**config.mk**
```make
export PLATFORM = sky130hd
export DESIGN_NAME = halt_ctrl_flat
export DESIGN_NICKNAME = d
export VERILOG_FILES = /design/src/rtl/halt_ctrl_pkg.sv /design/src/rtl/halt_ctrl_if.sv /design/src/rtl/halt_ctrl_btn_debounce.sv /design/src/rtl/halt_ctrl.sv /design/src/flat_wrapper.sv
export SDC_FILE = /design/constraint.sdc
export NUM_CORES = 1
export LEC_CHECK = 0
export ABC_AREA = 0
export ABC_CLOCK_PERIOD_IN_PS = 5100
export BUFFER_PORTS_ARGS = -buffer_cell sky130_fd_sc_hd__buf_4
export CAP_MARGIN = 20
export CORE_MARGIN = 2
export CORE_UTILIZATION = 61
export CTS_BUF_LIST = sky130_fd_sc_hd__clkbuf_4 sky130_fd_sc_hd__clkbuf_8
export DETAILED_ROUTE_END_ITERATION = 7
export PLACE_DENSITY = 0.77
export REMOVE_ABC_BUFFERS = 1
export SLEW_MARGIN = 25
export SYNTH_ARGS = -nofsm -noshare
export SYNTH_HDL_FRONTEND = slang
export SYNTH_SLANG_ARGS = --single-unit
```
**constraint.sdc**
```tcl
create_clock -name entClk -period 5.1 [get_ports entClk]
set_clock_uncertainty 0.2 [all_clocks]
set_input_delay 1.02 -clock entClk [delete_from_list [all_inputs] [get_ports entClk]]
set_output_delay 1.02 -clock entClk [all_outputs]
set_load 0.01 [all_outputs]
```
**src/rtl/halt_ctrl_pkg.sv**
```systemverilog
// Shared definitions for the run/halt controller: counter width common with
// the clock divider and the FSM state encoding shown on the debug LEDs.
package halt_ctrl_pkg;

    localparam int CNT_W = 28;

    typedef logic [CNT_W-1:0] cnt_t;

    localparam logic [1:0] ST_RUN    = 2'b00;
    localparam logic [1:0] ST_HALTED = 2'b01;
    localparam logic [1:0] ST_STEP   = 2'b10;
    localparam logic [1:0] ST_UNUSED = 2'b11;

endpackage

```
**src/rtl/halt_ctrl_if.sv**
```systemverilog
// Board/processor side signal bundle of the run/halt controller.
// master = whoever drives the raw inputs (board, bench), slave = halt_ctrl.
interface halt_ctrl_if;

    logic       btnCont;
    logic       btnStep;
    logic       modoStep;
    logic       hltInstr;
    logic       halt;
    logic [1:0] estado;
    logic       passo;

    modport master (
        output btnCont, btnStep, modoStep, hltInstr,
        input  halt, estado, passo
    );

    modport slave (
        input  btnCont, btnStep, modoStep, hltInstr,
        output halt, estado, passo
    );

endinterface

```
**src/rtl/halt_ctrl_btn_debounce.sv**
```systemverilog
// Conditioning for one asynchronous board input: polarity correction, 2-flop
// synchronizer, stability-count debounce and a one-cycle rising-edge pulse.
// Polarity is corrected before the synchronizer so that every register reset
// value of 0 means "not pressed".
module btn_debounce
    import halt_ctrl_pkg::*;
#(
    parameter cnt_t DEB_CYCLES = 28'd500000,
    parameter logic INVERT     = 1'b0
) (
    input  logic entClk,
    input  logic rst,
    input  logic raw,
    output logic level,
    output logic rise
);

    logic sync1_r;
    logic sync2_r;
    logic deb_r;
    logic deb_d_r;
    cnt_t cnt_r;

    // Bring the raw input into the entClk domain.
    always_ff @(posedge entClk or posedge rst) begin
        if (rst) begin
            sync1_r <= 1'b0;
            sync2_r <= 1'b0;
        end else begin
            sync1_r <= raw ^ INVERT;
            sync2_r <= sync1_r;
        end
    end

    // Accept a new level only after DEB_CYCLES consecutive disagreeing cycles.
    always_ff @(posedge entClk or posedge rst) begin
        if (rst) begin
            deb_r <= 1'b0;
            cnt_r <= 28'd0;
        end else if (sync2_r != deb_r) begin
            if ((cnt_r + 28'd1) >= DEB_CYCLES) begin
                deb_r <= sync2_r;
                cnt_r <= 28'd0;
            end else begin
                cnt_r <= cnt_r + 28'd1;
            end
        end else begin
            cnt_r <= 28'd0;
        end
    end

    // Delayed copy of the debounced level for edge detection.
    always_ff @(posedge entClk or posedge rst) begin
        if (rst) begin
            deb_d_r <= 1'b0;
        end else begin
            deb_d_r <= deb_r;
        end
    end

    assign level = deb_r;
    assign rise  = deb_r & ~deb_d_r;

endmodule

```
**src/rtl/halt_ctrl.sv**
```systemverilog
// Run/halt controller for the processor clock divider. Merges the HLT
// instruction flag, the continue button and single-step button/switch into a
// registered halt level. A single step releases the divider for exactly
// STEP_CYCLES entClk cycles and then re-halts, pulsing passo.
module halt_ctrl
    import halt_ctrl_pkg::*;
#(
    parameter cnt_t DEB_CYCLES     = 28'd500000,
    parameter cnt_t STEP_CYCLES    = 28'd2,
    parameter logic BTN_ACTIVE_LOW = 1'b1
) (
    input  logic       entClk,
    input  logic       rst,
    halt_ctrl_if.slave bus
);

    logic       press_cont_s;
    logic       press_step_s;
    logic       modo_lvl_s;
    logic       cont_lvl_unused_s;
    logic       step_lvl_unused_s;
    logic       modo_rise_unused_s;
    logic       hlt_d_r;
    logic       hlt_rise_s;
    logic [1:0] state_r;
    logic [1:0] state_nx_s;
    cnt_t       step_cnt_r;
    cnt_t       step_cnt_nx_s;
    logic       passo_nx_s;
    logic       halt_r;
    logic       passo_r;

    btn_debounce #(.DEB_CYCLES(DEB_CYCLES), .INVERT(BTN_ACTIVE_LOW)) u_cont (
        .entClk (entClk),
        .rst    (rst),
        .raw    (bus.btnCont),
        .level  (cont_lvl_unused_s),
        .rise   (press_cont_s)
    );

    btn_debounce #(.DEB_CYCLES(DEB_CYCLES), .INVERT(BTN_ACTIVE_LOW)) u_step (
        .entClk (entClk),
        .rst    (rst),
        .raw    (bus.btnStep),
        .level  (step_lvl_unused_s),
        .rise   (press_step_s)
    );

    // The mode switch is a level, never inverted.
    btn_debounce #(.DEB_CYCLES(DEB_CYCLES), .INVERT(1'b0)) u_modo (
        .entClk (entClk),
        .rst    (rst),
        .raw    (bus.modoStep),
        .level  (modo_lvl_s),
        .rise   (modo_rise_unused_s)
    );

    // Remember the previous HLT flag so a held level yields one event.
    always_ff @(posedge entClk or posedge rst) begin
        if (rst) begin
            hlt_d_r <= 1'b0;
        end else begin
            hlt_d_r <= bus.hltInstr;
        end
    end

    assign hlt_rise_s = bus.hltInstr & ~hlt_d_r;

    // Next-state, step counter and step-done decisions.
    always_comb begin
        state_nx_s    = state_r;
        step_cnt_nx_s = step_cnt_r;
        passo_nx_s    = 1'b0;
        case (state_r)
            ST_RUN: begin
                if (hlt_rise_s || modo_lvl_s) begin
                    state_nx_s = ST_HALTED;
                end else begin
                    state_nx_s = ST_RUN;
                end
            end
            ST_HALTED: begin
                if (press_step_s) begin
                    state_nx_s    = ST_STEP;
                    step_cnt_nx_s = STEP_CYCLES;
                end else if (press_cont_s && !modo_lvl_s) begin
                    state_nx_s = ST_RUN;
                end else begin
                    state_nx_s = ST_HALTED;
                end
            end
            ST_STEP: begin
                // <= 1 also covers a zero STEP_CYCLES so the counter never wraps.
                if (step_cnt_r <= 28'd1) begin
                    state_nx_s    = ST_HALTED;
                    step_cnt_nx_s = 28'd0;
                    passo_nx_s    = 1'b1;
                end else begin
                    state_nx_s    = ST_STEP;
                    step_cnt_nx_s = step_cnt_r - 28'd1;
                end
            end
            default: begin
                state_nx_s    = ST_HALTED;
                step_cnt_nx_s = 28'd0;
            end
        endcase
    end

    // State, counter and outputs all update on the same edge.
    always_ff @(posedge entClk or posedge rst) begin
        if (rst) begin
            state_r    <= ST_RUN;
            step_cnt_r <= 28'd0;
            halt_r     <= 1'b0;
            passo_r    <= 1'b0;
        end else begin
            state_r    <= state_nx_s;
            step_cnt_r <= step_cnt_nx_s;
            halt_r     <= (state_nx_s == ST_HALTED);
            passo_r    <= passo_nx_s;
        end
    end

    assign bus.halt   = halt_r;
    assign bus.estado = state_r;
    assign bus.passo  = passo_r;

endmodule
```
**src/flat_wrapper.sv**
```systemverilog
// flat-port wrapper written by rule: the top's interface ports become plain ports
module halt_ctrl_flat import halt_ctrl_pkg::*;
#(
    parameter cnt_t DEB_CYCLES     = 28'd500000,
    parameter cnt_t STEP_CYCLES    = 28'd2,
    parameter logic BTN_ACTIVE_LOW = 1'b1
)
  (entClk, rst, bus_btnCont, bus_btnStep, bus_modoStep, bus_hltInstr, bus_halt, bus_estado, bus_passo);
  halt_ctrl_if bus_i ();
  input  logic entClk;
  input  logic rst;
  input wire logic [$bits(bus_i.btnCont)-1:0] bus_btnCont;
  input wire logic [$bits(bus_i.btnStep)-1:0] bus_btnStep;
  input wire logic [$bits(bus_i.modoStep)-1:0] bus_modoStep;
  input wire logic [$bits(bus_i.hltInstr)-1:0] bus_hltInstr;
  output wire logic [$bits(bus_i.halt)-1:0] bus_halt;
  output wire logic [$bits(bus_i.estado)-1:0] bus_estado;
  output wire logic [$bits(bus_i.passo)-1:0] bus_passo;
  assign bus_i.btnCont = bus_btnCont;
  assign bus_i.btnStep = bus_btnStep;
  assign bus_i.modoStep = bus_modoStep;
  assign bus_i.hltInstr = bus_hltInstr;
  assign bus_halt = bus_i.halt;
  assign bus_estado = bus_i.estado;
  assign bus_passo = bus_i.passo;
  halt_ctrl #(.DEB_CYCLES(DEB_CYCLES), .STEP_CYCLES(STEP_CYCLES), .BTN_ACTIVE_LOW(BTN_ACTIVE_LOW)) u_core (.entClk(entClk), .rst(rst), .bus(bus_i));
endmodule
```
**Word level (Yosys, flattened, before mapping)**

Cells that the tools add are included.
Widths: inputs -> output; s select.

- ROM bits: 0
- Memory bits (writable): 0
- Word-level logic and storage cells: 67
- Output and inout port bits: 4
- Register bits after elaboration: 128
- Input bits: 6
- Latch bits: 0
- Memories: 0

- Bitwise gates (word level): 9
- Reduce and logical (&&, ||, !) cells: 8
- Equality and inequality tests: 7
- $lt $le $gt $ge: 4
- Shift-type cells: 0
- Add/subtract/negate cells: 4
- Divide/modulo/power cells: 0
- Multiply operators: 0
- Muxes and demuxes: 16

Operator list:

| kind | count |
|---|---|
| $mux 28 | 8 |
| $add 28x1->28 const B | 3 |
| $ge 28x19->1 const B | 3 |
| $pmux 28 s3 | 1 |
| $le 28x1->1 const B | 1 |
| $sub 28x1->28 const B | 1 |
| $reduce_and 2->1 | 4 |
| $not 1->1 | 6 |
| $pmux 2 s3 | 1 |
| $eq 2x1->1 const B | 2 |
| $mux 1 | 4 |
| $mux 2 | 2 |
| $and 1x1->1 | 3 |
| $ne 1x1->1 | 3 |
| $eq 2x2->1 const B | 1 |
| $logic_not 2->1 | 1 |
| $ne 2x1->1 const B | 1 |
| $logic_and 1x1->1 | 1 |
| $logic_not 1->1 | 1 |
| $logic_or 1x1->1 | 1 |

**Logic depth before layout (Yosys ltp)**

- Depth in word-level cells: 7
- Gate-level depth with buffers: 11
- Mapped depth without buffers: 9

**By module**

A second synthesis with hierarchy kept.

- Cells, all modules: 750
- Area, all modules: 7415.9 sq um

By module, submodules not included:

| module | cells each | sequential area each (sq um) | area each (sq um) | times used |
|---|---|---|---|---|
| btn_debounce at u_core.u_cont ... | 201 | 800.8 | 1945.6 | 2 |
| halt_ctrl | 183 | 825.8 | 1776.7 | 1 |
| btn_debounce at u_core.u_modo | 165 | 800.8 | 1747.9 | 1 |

**Least setup slack after synthesis**

Ideal clock, no wire load.

- Kind: register to register
- Start: reg u_core.u_step.cnt_r[0]
- End: reg u_core.u_step.cnt_r[9]
- Arrival: 2800 ps
- Buffers on the path: 2
- Cell stages (with the launch flop): 12
- Period minus slack after synthesis: 3072 ps
- Path slack: 2028 ps
- Required time: 4828 ps
- Library setup time: 72 ps
- Cells stage by stage: dfrtp_1 ha_1 nand2_1 or2_4 or4_1 xor2_1 nor4b_1 nor4_1 or4_1 buf_6 buf_8 nor2_1

- Word-level cells in the longest chain between the ends: 4

RTL lines:

| item | RTL line | RTL |
|---|---|---|
| start: declaration | halt_ctrl_btn_debounce.sv:22 | `cnt_t cnt_r;` |
| start signal: assignment | halt_ctrl_btn_debounce.sv:45 | `cnt_r <= cnt_r + 28'd1;` |
| $add 28x1->28 (*) | halt_ctrl_btn_debounce.sv:41, halt_ctrl_btn_debounce.sv:45 |  |
| $ge 28x19->1 | halt_ctrl_btn_debounce.sv:41 | `if ((cnt_r + 28'd1) >= DEB_CYCLES) begin` |
| $mux 28 (*) | halt_ctrl_btn_debounce.sv:41 |  |
| $mux 28 (*) | halt_ctrl_btn_debounce.sv:40 | `end else if (sync2_r != deb_r) begin` |

Mark *: on every way between the ends. The rest lies on a longest branch, timed or not.
A chain may end at the register's enable or synchronous reset.

**Worst setup path after layout**

- Start: reg u_core.u_step.cnt_r[0]
- End: reg u_core.u_step.cnt_r[13]

Same word-level chain as after synthesis.

==> reports/results.tsv <==
stage	metric	value	unit
outcome	status	finished, final reports clean	
synthesis	sequential share of the synthesized area	0.498	
synthesis	Yosys reg bits	128	
drt	Post-route DRC	0	
grt	largest net degree at the start of global routing	64	
clock_tree	CTS tree	built	
sta	setup-violating endpoint count in the final report	0	
sta	worst rel slew slack	0.450	
drt	DR vias	4740	
critical_path	Worst EP required	5280	ps
drt	drt initial violations	361	
run	max_cap viols	0	
synthesis	Post-synth EDFFs	0	
critical_path	Setup crit start kind	flop	
critical_path	reg2reg start	u_core.u_step.cnt_r[0]	
clock_tree	CTS resizes	0	
critical_path	Buf/Inv on CP	0	
clock_tree	post-CTS setup buffers	0	
floorplan	Die Y	107	microns
sta	fin crit share	0.692	
pwr	Clk pwr share	0.312	
floorplan	core area	10300	sq um
synthesis	Distinct cells, synth	60	
grt	Total GRT Usage	0.229	
floorplan	row count	37	
critical_path	CP cell instances	ha_1 > nand2_1 > or2_4 > or4_1 > xor2_1 > nor4b_1 > nor4_1 > or4_1 > and2b_1	
placement	GPL Wtd Cong	0.846	
floorplan	IO Pins	10	
cells_and_area	ANT cells	0	
critical_path	Worst Setup SP	u_core.u_step.cnt_r[0]	
synthesis	Synth area leaders	dfrtp_1 50%, nor2_1 6.8%, xnor2_1 5.7%	
sta	Worst Slack Setup Final	1570	ps
grt	vias in the first global route	4700	
synthesis	gate count after technology mapping	659	
synthesis	Post-Synth XOR/XNOR Area	0.112	
grt	first-pass GRT wire length	20800	microns
synthesis	Post-Syn Area	6430	sq um
hold_path	HP Class	reg -> reg	
pwr	Sw Pwr	879	uW
clock_tree	depth of the CTS H-tree	4	
pwr	overall power	2710	uW
synthesis	post-synth top area share	0.498	
clock_tree	CTS Sinks	128	
placement	hpwl dp	8130	microns
synthesis	area leader, netlist	dfrtp_1	
critical_path	CP delay by family, top	simple AND/OR/NAND/NOR gates	
sta	Final Max Tran Viols	0	
grt	met1 usage	0.305	
drt	Wirelength per Cell	13.6	microns
clock_tree	Inserted Clock Buffers	17	
clock_tree	clock root buffer	clkbuf_8	
synthesis	top_reg_cell synth	dfrtp_1	
synthesis	Synth Area in Adders	0.0175	
grt	met3 Use GR	0.0614	
pwr	P per Cell Area	382	nW/um^2
synthesis	multiplexer area fraction after synthesis	0.0148	
clock_tree	Worst-Skew Late Latency	440	ps
clock_tree	register clock-pin slew on the reported worst setup and hold paths	70	ps
critical_path	arrival time at the worst endpoint	3710	ps
critical_path	Setup crit end kind	flop	
pwr	Reg power frac	0.441	
pwr	VDD IR max	272	uV
critical_path	most frequent CP cell	or4_1	
sta	highest clock rate	283	MHz
cells_and_area	area grow syn2layout	10.4	%
critical_path	Critical Path Max Stage Delay	850	ps
floorplan	die footprint	11400	sq um
drt	DR vias/cell	5.59	
pwr	Int Power	1840	uW
synthesis	asr flop ratio synth	1.00	
clock_tree	CTS Hold Bufs	0	
placement	pre-CTS setup slack	1600	ps
synthesis	Yosys warnings	0	
synthesis	main combinational cell family by area after synthesis	simple AND/OR/NAND/NOR gates	
sta	RSZ-0062 raised after global routing	false	
clock_tree	Max Root-Sink Buffers	2	
grt	GR peak layer	met2	
placement	Buffers on Ports	9	
hold_path	hold_sp	u_core.u_step.sync1_r	
critical_path	slowest CP cell	or4_1	
drt	final antenna-violating net count	0	
critical_path	Crit Path Class	reg -> reg	
grt	GR Layer Usage met2	0.366	
pwr	LEAKAGE	0.00298	uW
floorplan	Starting Density	0.626	
pwr	Comb pwr share	0.247	
grt	grt total ovfl	0	
cells_and_area	share of cells above drive strength 1	0.0857	
sta	Worst Tran Pin Value	819	ps
sta	Fin. Hold Viols	0	
cells_and_area	layout net count	715	
synthesis	mean post-synth cell area	9.76	sq um
grt	antenna violations before repair	0	
synthesis	simple-gate share of the synthesized area	0.268	
drt	final wirelength	11600	microns
synthesis	Synth Area in Compound Gates	0.0659	
sta	minimum clock period	3530	ps
drt	First-pass DRT Iterations	5	
pwr	Sw Ratio	0.324	
sta	TNS Setup	0	ps
floorplan	Die W	107	microns
critical_path	Crit Path Max Fanout	19	
-- area by class of cell --
type / instances / area [sq um]
sequential: 128 / 3200
multi-input combinational: 522 / 3180
tap: 136 / 170
clock buffer: 21 / 277
clock inverter: 10 / 113
timing repair buffer: 12 / 90.1
fill: 806 / 3170
inverter: 19 / 73.8
-- worst paths after layout --
kind / endpoint / slack [ps] / cells after the start
hold / removal: u_core.u_step.sync2_r / 150 / 0
max in group asynchronous: u_core.u_cont.cnt_r[3] / 3230 / 3
hold reg to reg: u_core.u_step.sync2_r / 150 / 0
min in group asynchronous: u_core.u_modo.cnt_r[3] / 530 / 2
setup / recovery: u_core.u_step.cnt_r[13] / 1570 / 9
setup reg to reg: u_core.u_step.cnt_r[13] / 1570 / 9
-- through the flow --
| step | area, sq um | utilization | hold slack (ps) | std cells |
|---|---|---|---|---|
| 2_1_floorplan | 6450 | - | 131 | 669 |
| 3_3_place_gp | 6710 | 0.653 | 132 | 817 |
| 3_5_place_dp | 6710 | 0.653 | 136 | 817 |
| 4_1_cts | 7100 | 0.691 | 153 | 848 |
| 5_1_grt | 7100 | 0.691 | 157 | 848 |
| 6_report | 7100 | 0.691 | 149 | 848 |
-- state kept, by name, summed over array words and instances (netlist names), 2 cells and up --
register and count:
u_core.bus.estado 2, u_core.u_cont.cnt_r 28, u_core.step_cnt_r 28, u_core.u_modo.cnt_r 28, u_core.u_step.cnt_r 28
-- layout by cell type (no fill, tap or decap), types with 3 or more instances in the layout --
cell,n
clkbuf_8,19
xor2_1,40
and3_1,13
mux2i_1,5
or4_1,8
o21ai_0,15
nor4_2,3
and4_1,13
nor3b_1,5
o31a_1,3
nor2_1,117
nor3_1,33
ha_1,9
mux2_2,4
conb_1,27
nor4_1,14
nor2b_1,6
nand2_1,44
dfrtp_1,128
nand4_1,16
or3_1,7
nand2b_1,5
inv_1,18
clkinv_2,4
a211oi_1,6
buf_4,12
nand3_1,37
a21oi_1,10
xnor2_1,42
-- synthesized netlist by cell type (all sizes together), types with 3 or more instances --
master and count:
dfrtp 128, nor2 117, nand2 44, xnor2 42
xor2 40, nand3 38, nor3 33, inv 19
nor4 18, nand4 17, o21ai 15, and3 13
and4 13, clkbuf 11, a21oi 10, ha 9
or4 8, a211oi 7, or3 7, nor2b 6
buf 5, mux2i 5, nand2b 5, nor3b 5
mux2 4, or2 4, o31a 3
-- worst register-to-register path, cell delays in order, from the launching register on --
cell	delay, ps
dfrtp_1	390
ha_1	240
nand2_1	130
or2_4	260
or4_1	520
xor2_1	200
nor4b_1	270
nor4_1	110
or4_1	850
and2b_1	300
-- kinds of logic after synthesis --
group / Yosys count
flip-flops: 128
AND/OR/NAND/NOR: 336
other: 1
buffers and inverters: 35
AO/OA/AOI/OAI: 59
adder cells (fa/ha/maj): 9
XOR/XNOR: 82
multiplexers: 9
-- power groups by stage --
stage | clock [uW] | sequential (uW) | combinational, uW
after floorplan | 0 | 1200 | 509
after global placement | 0 | 1210 | 644
after detailed placement | 0 | 1210 | 666
after CTS | 867 | 1200 | 673
after global routing | 915 | 1210 | 767
final | 848 | 1200 | 670
-- layer usage --
layer	up-vias	part of all wire
met5	-	0
met4	0	0.0096
met3	10	0.033
met2	68	0.48
met1	2306	0.48
li1	2356	-
Note: power is estimated with default switching activity, not from simulation.
